**config.mk**
```make
export PLATFORM = sky130hd
export DESIGN_NAME = fifo_word_serializer
export DESIGN_NICKNAME = d
export VERILOG_FILES = /design/src/rtl/fifo_word_serializer.sv
export SDC_FILE = /design/constraint.sdc
export NUM_CORES = 2
export LEC_CHECK = 0
export ABC_AREA = 1
export BUFFER_PORTS_ARGS = -buffer_cell sky130_fd_sc_hd__buf_2
export CAP_MARGIN = 0
export CORE_AREA = 2 2 411 413
export DETAILED_ROUTE_END_ITERATION = 6
export DIE_AREA = 0 0 413 415
export PLACE_DENSITY = 0.51
export REMOVE_ABC_BUFFERS = 1
export SLEW_MARGIN = 20
export SYNTH_ARGS = -nofsm -noshare
export SYNTH_HDL_FRONTEND = slang
export SYNTH_SLANG_ARGS = --single-unit
```
**constraint.sdc**
```tcl
create_clock -name clk -period 4.4 [get_ports clk]
set_clock_uncertainty 0.1 [all_clocks]
set_input_delay 0.66 -clock clk [delete_from_list [all_inputs] [get_ports clk]]
set_output_delay 0.66 -clock clk [all_outputs]
set_load 0.02 [all_outputs]
```
**src/rtl/fifo_word_serializer.sv**
```systemverilog
// Drains a one-deep wide FIFO and streams each popped word out as CHUNK_WIDTH slices over valid/ready.
// Define SERIALIZER_MSB_FIRST_EN to send slices MSB-first; the default build sends them LSB-first.
module fifo_word_serializer #(
   parameter int DATA_WIDTH  = 986,
   parameter int CHUNK_WIDTH = 32,
   parameter int CNT_WIDTH   = 16
) (
   input  logic                   clk,
   input  logic                   reset,
   input  logic                   fifo_empty_i,
   input  logic [DATA_WIDTH-1:0]  fifo_rdata_i,
   output logic                   fifo_rden_o,
   output logic                   chunk_valid_o,
   input  logic                   chunk_ready_i,
   output logic [CHUNK_WIDTH-1:0] chunk_data_o,
   output logic                   chunk_last_o,
   output logic                   busy_o,
   output logic [CNT_WIDTH-1:0]   words_done_o
);

   localparam int NUM_CHUNKS = (DATA_WIDTH + CHUNK_WIDTH - 1) / CHUNK_WIDTH;
   localparam int PAD_WIDTH  = NUM_CHUNKS * CHUNK_WIDTH;
   localparam int IDX_WIDTH  = (NUM_CHUNKS > 1) ? $clog2(NUM_CHUNKS) : 1;
   localparam logic [IDX_WIDTH-1:0] LAST_IDX = IDX_WIDTH'(NUM_CHUNKS - 1);

   typedef enum logic {IDLE, SEND} state_t;

   state_t                 state;
   logic [IDX_WIDTH-1:0]   idx;
   logic [PAD_WIDTH-1:0]   buffer;
   logic [PAD_WIDTH-1:0]   buffer_next;
   logic [PAD_WIDTH-1:0]   padded;
   logic [CHUNK_WIDTH-1:0] first_slice;
   logic [CHUNK_WIDTH-1:0] next_slice;
   logic                   xfer;

   // NOTE: every variable assigned in always_comb gets a default first, so no latch can be inferred.
   always_comb begin
      padded                   = '0;
      padded[DATA_WIDTH-1:0]   = fifo_rdata_i;
   end

`ifdef SERIALIZER_MSB_FIRST_EN
   assign buffer_next = buffer << CHUNK_WIDTH;
   assign first_slice = padded[PAD_WIDTH-1 -: CHUNK_WIDTH];
   assign next_slice  = buffer_next[PAD_WIDTH-1 -: CHUNK_WIDTH];
`else
   assign buffer_next = buffer >> CHUNK_WIDTH;
   assign first_slice = padded[CHUNK_WIDTH-1:0];
   assign next_slice  = buffer_next[CHUNK_WIDTH-1:0];
`endif

   // The pop is gated by reset so a reset never disturbs the FIFO contents.
   assign fifo_rden_o = (state == IDLE) && !fifo_empty_i && !reset;
   assign xfer        = chunk_valid_o && chunk_ready_i;

   // NOTE: sequential state uses non-blocking assignments only; the wide buffer is cleared on reset too.
   always_ff @(posedge clk) begin
      if (reset) begin
         state         <= IDLE;
         idx           <= '0;
         buffer        <= '0;
         chunk_valid_o <= 1'b0;
         chunk_data_o  <= '0;
         chunk_last_o  <= 1'b0;
         busy_o        <= 1'b0;
         words_done_o  <= '0;
      end else begin
         case (state)
            IDLE: begin
               if (fifo_rden_o) begin
                  buffer        <= padded;
                  idx           <= '0;
                  chunk_data_o  <= first_slice;
                  chunk_last_o  <= (NUM_CHUNKS == 1);
                  chunk_valid_o <= 1'b1;
                  busy_o        <= 1'b1;
                  state         <= SEND;
               end
            end
            SEND: begin
               if (xfer) begin
                  buffer       <= buffer_next;
                  chunk_data_o <= next_slice;
                  if (idx == LAST_IDX) begin
                     state         <= IDLE;
                     chunk_valid_o <= 1'b0;
                     chunk_last_o  <= 1'b0;
                     busy_o        <= 1'b0;
                     words_done_o  <= words_done_o + CNT_WIDTH'(1);
                  end else begin
                     idx          <= idx + IDX_WIDTH'(1);
                     chunk_last_o <= ((idx + IDX_WIDTH'(1)) == LAST_IDX);
                  end
               end
            end
            default: state <= IDLE;
         endcase
      end
   end

endmodule
```
---- Word-level counts from Yosys, hierarchy flattened ----
Cells that the tools add are included.
storage, ports and cells
  flip-flop bits (word level) ............. 1048
operators by class
  reductions and logical operators ........ 9
  $add $sub $neg .......................... 2
  bitwise gates (word level) .............. 1
  muxes and demuxes ....................... 22
  equality and inequality tests ........... 6
operators with widths
  operator                                                         count
  992-bit 2-to-1 mux                                               2
  992-bit one-hot mux with 2 select lines                          1
  32-bit 2-to-1 mux                                                2
  32-bit one-hot mux with 2 select lines                           1
  16-bit by 1-bit adder with 16-bit output, second input constant  1
  5-bit 2-to-1 mux                                                 3
  5-bit equality test, second input constant                       2
  5-bit one-hot mux with 2 select lines                            1
  1-bit 2-to-1 mux                                                 9
  3-bit AND reduction                                              3
  1-bit one-hot mux with 2 select lines                            3
  5-bit by 1-bit adder with 5-bit output, second input constant    1
  2-bit by 1-bit != test with 1-bit output, second input constant  2
  2-bit != test, second input constant                             2
  1-bit logical AND                                                3
  1-bit logical NOT                                                2
  2-bit AND reduction                                              1
  1-bit inverter                                                   1

---- Longest topological paths before layout ----
  depth in word-level cells ............... 5
  mapped depth ............................ 10

---- Worst setup path after synthesis ----
Ideal clock, no wire load.
  kind .................................... input-to-output
  start point ............................. input reset
  end point ............................... output fifo_rden_o
  path slack .............................. 2.152 ns
  path buffers ............................ 2
  cell stages on the path ................. 5
  arrival time ............................ 1.488 ns
  cell sequence ........................... buf_2 > inv_2 > nand2_2 > inv_1 > buf_1
on the way
  cells in the longest elaborated chain, start to end .. 2
RTL lines
  element             RTL line  source
  start: declaration  9         input logic reset,
  1-bit logical NOT   54        assign fifo_rden_o = (state == IDLE) && !fifo_empty_i && !reset;
  1-bit logical AND   54
  end: declaration    12        output logic fifo_rden_o,
Every way passes these cells.

---- Worst setup path in the final report ----
  start point ............................. register state
  end point ............................... output fifo_rden_o
on the way
  cells in the longest elaborated chain, start to end .. 3
RTL lines
  element                          RTL line  source
  start: declaration               28        state_t state;
  start signal: assignment         60        state <= IDLE;
  start signal: assignment         78        state <= SEND;
  start signal: assignment         86        state <= IDLE;
  1-bit inverter                   n/a
  1-bit logical AND (2 in series)  54
Every way passes these cells.

==> reports/qor.csv <==
metric,value,unit
p_leak,21.3,nW
whs_path_depth,3,
period_needed,3.11,ns
seq_area,0.0202,mm^2
synth_top_family_by_area,compound AO/OA/AOI/OAI gates,
io_pins,1042,
report.final.slew_viol_count,0,
fin_ws,1.29,ns
tns,0,ns
crit_required,3.64,ns
start_kind,flop,
crit_start,state,
worstHoldPathType,in2reg,
antenna_found_initial,101,
synth_cells,5657,
async_flop_share,0,%
drcViolationCount,0,
synthSimpleGateAreaFrac,18.6,%
rrSetupSlack,1.39,ns
synth_compound_area_share,26.1,%
max_stage_delay,0.85,ns
dp_hpwl,111000,um
gp_congestion,0.894,
fmax,322,MHz
die_area,0.171,mm^2
floorplan.rows,150,
vias_per_cell,4.82,
reg2reg_from,state,
rsz0062_at_grt,false,
grt_usage,17.5,%
drt_pass1_iterations,6,
fillers,18300,
ant_nets,0,
fin_crit_sh,70.7,%
dr_total_vias,42000,
critPathTopFamily,flip-flops,
yosys.area_share.adder,0.119,%
synth_cell_type_count,28,
crit_chain,"nor2_4, nand2_2, inv_1, buf_2",
drv_cap,0,
drt-total-wl,158000,um
postSynthAreaPerCell,7.46,um^2
r2r_cells,6,
layout_commonest_cell,nand2_1,
critPathKind,reg2out,
crit_slowest_cell,dfxtp_4,
initial_core_util,25.3,%
portBuffers,1041,
grt_max_degree,220,
drive_gt1_share,20.6,%
postCtsSetupBuffers,0,
cts_tree,built,
min_from,fifo_rdata_i[960],
synth_edf_count,0,
grt_pass1_vias,38600,
die_w,413,um
setup_viol,0,
core_area,0.167,mm^2
gr-total-overflow,0,
synth_seq_area_share,47.9,%
clock_sinks,1010,
layout.cells.non_filler,8712,
cp.arrival,2.35,ns
tightest_slew,1.08,ns
htree_levels,3,
synth_xor_area_share,0.104,%
synthToLayoutAreaGrowth,25.0,%
min_to,buffer[960],
drtIter0Drc,3253,
ys_warn_count,0,
ys_ff_latch,1010,
crit_buf_inv,2,
cts-buffers-inserted,116,
die_h,415,um
synth_area,0.0422,mm^2
r2r-end,chunk_data_o[19],
multi_input_area,0.0190,mm^2
muxShareOfSynthArea,0,%
synth_top_flop_cell,dfxtp_1,
wl_per_cell,18.2,um
p_per_area,454,mW/mm^2
dpl_worst_slack,1.36,ns
cts_root_buf,clkbuf_16,
slew_headroom,28.2,%
place_inst,8417,
grt_pass1_wl,233000,um
crit_path_end_kind,output port,
finalHoldViolCount,0,
peakVddDrop,0.338,mV
layout_common_cells,"nand2_1 (2,015), buf_2 (1,041), dfxtp_1 (1,009)",
cts_max_path_buffers,3,
insertion_delay,0.72,ns
outcome,"finished, final reports clean",
cp_max_fo,51,
clk_pin_slew,0.06,ns
fin_nets,7352,
## how the worst max path moves through the flow
stage                     slack (ns)  depth (start not counted)               to
after floorplan               -51.94                          6  words_done_o[8]
after global placement          1.39                          6       buffer[72]
after detailed placement        1.36                          6      buffer[331]
after CTS                       1.08                          4      fifo_rden_o
after global routing            1.06                          4      fifo_rden_o
final                           1.29                          4      fifo_rden_o
## final cells by class
type | instances | area share [%]
diodes | 55 | 0.261
clock buffers | 179 | 6.81
clock inverters | 34 | 0.633
inverters | 27 | 0.221
multi-input cells | 4044 | 36.0
flip-flops and latches | 1010 | 38.3
well taps | 2204 | 5.23
repair buffers | 1159 | 12.5
## synthesized netlist by cell type, drive strengths merged, types with 4 or more instances
cell type  count  area share (%)
nor2          30            0.29
dfxtp       1010              48
a31oi        954              14
a21oi         13            0.15
o21ai        996              12
ha             4            0.12
clkbuf       322             2.9
buf          254             4.0
nand3         14            0.17
inv           27            0.24
nand2       2017              18
nor3           5           0.059
## sequential cells by signal, indices dropped and copies added, names as in the netlist
signal and count:
busy_o 1, words_done_o 16, state 1, buffer 955
idx 5, chunk_last_o 1, chunk_data_o 31
## layer usage
| layer | GRT usage, % | up-vias | part of all wire (%) |
|---|---|---|---|
| li1 | - | 21100 | - |
| met1 | 21.7 | 19400 | 43 |
| met2 | 28.5 | 1140 | 47 |
| met3 | 4.00 | 332 | 5.8 |
| met4 | 7.98 | 32 | 3.8 |
| met5 | 0 | - | 0.13 |
## report_power, final
group / switching [mW] / leakage (nW) / internal [mW] / total (mW)
logic: 2.26 / 11.0 / 1.28 / 3.53
clock network: 4.04 / 1.96 / 5.88 / 9.92
registers: 0.479 / 8.31 / 10.0 / 10.5
## kinds of logic (layout without fill, tap and decap cells)
logic type,count (synthesis),after routing
buffers and inverters,603,1399
DFF,1010,1010
adders and majority gates,4,4
AOI/OAI and AO/OA,1964,1964
xor gates and xnor gates,5,5
other,0,55
and+or+nand+nor,2071,2071
## timing repair
item                                    CTS  global route
endpoints found under the setup margin    0             0
hold buffers                             27             0
endpoints found under the hold margin    27             0
resized for setup                         0             0
## tightest hold or removal path: cells and delay by family
family | cells | cell delay [ns]
buf+inv | 1 | 0.10
simple gates | 1 | 0.05
compound gates | 1 | 0.05
## stage by stage
step / hold slack, ns / utilization (%) / power, mW / area (um^2)
floorplan: 0.350 / - / 13.1 / 39300
global placement: 0.357 / 29.0 / 14.2 / 48400
detailed placement: 0.361 / 29.0 / 14.2 / 48400
CTS: 0.00647 / 31.6 / 24.2 / 52600
global route: 0.0321 / 31.6 / 25.1 / 52700
finish: 0.0814 / 31.6 / 24.0 / 52700
Note: power is estimated with default switching activity, not from simulation.
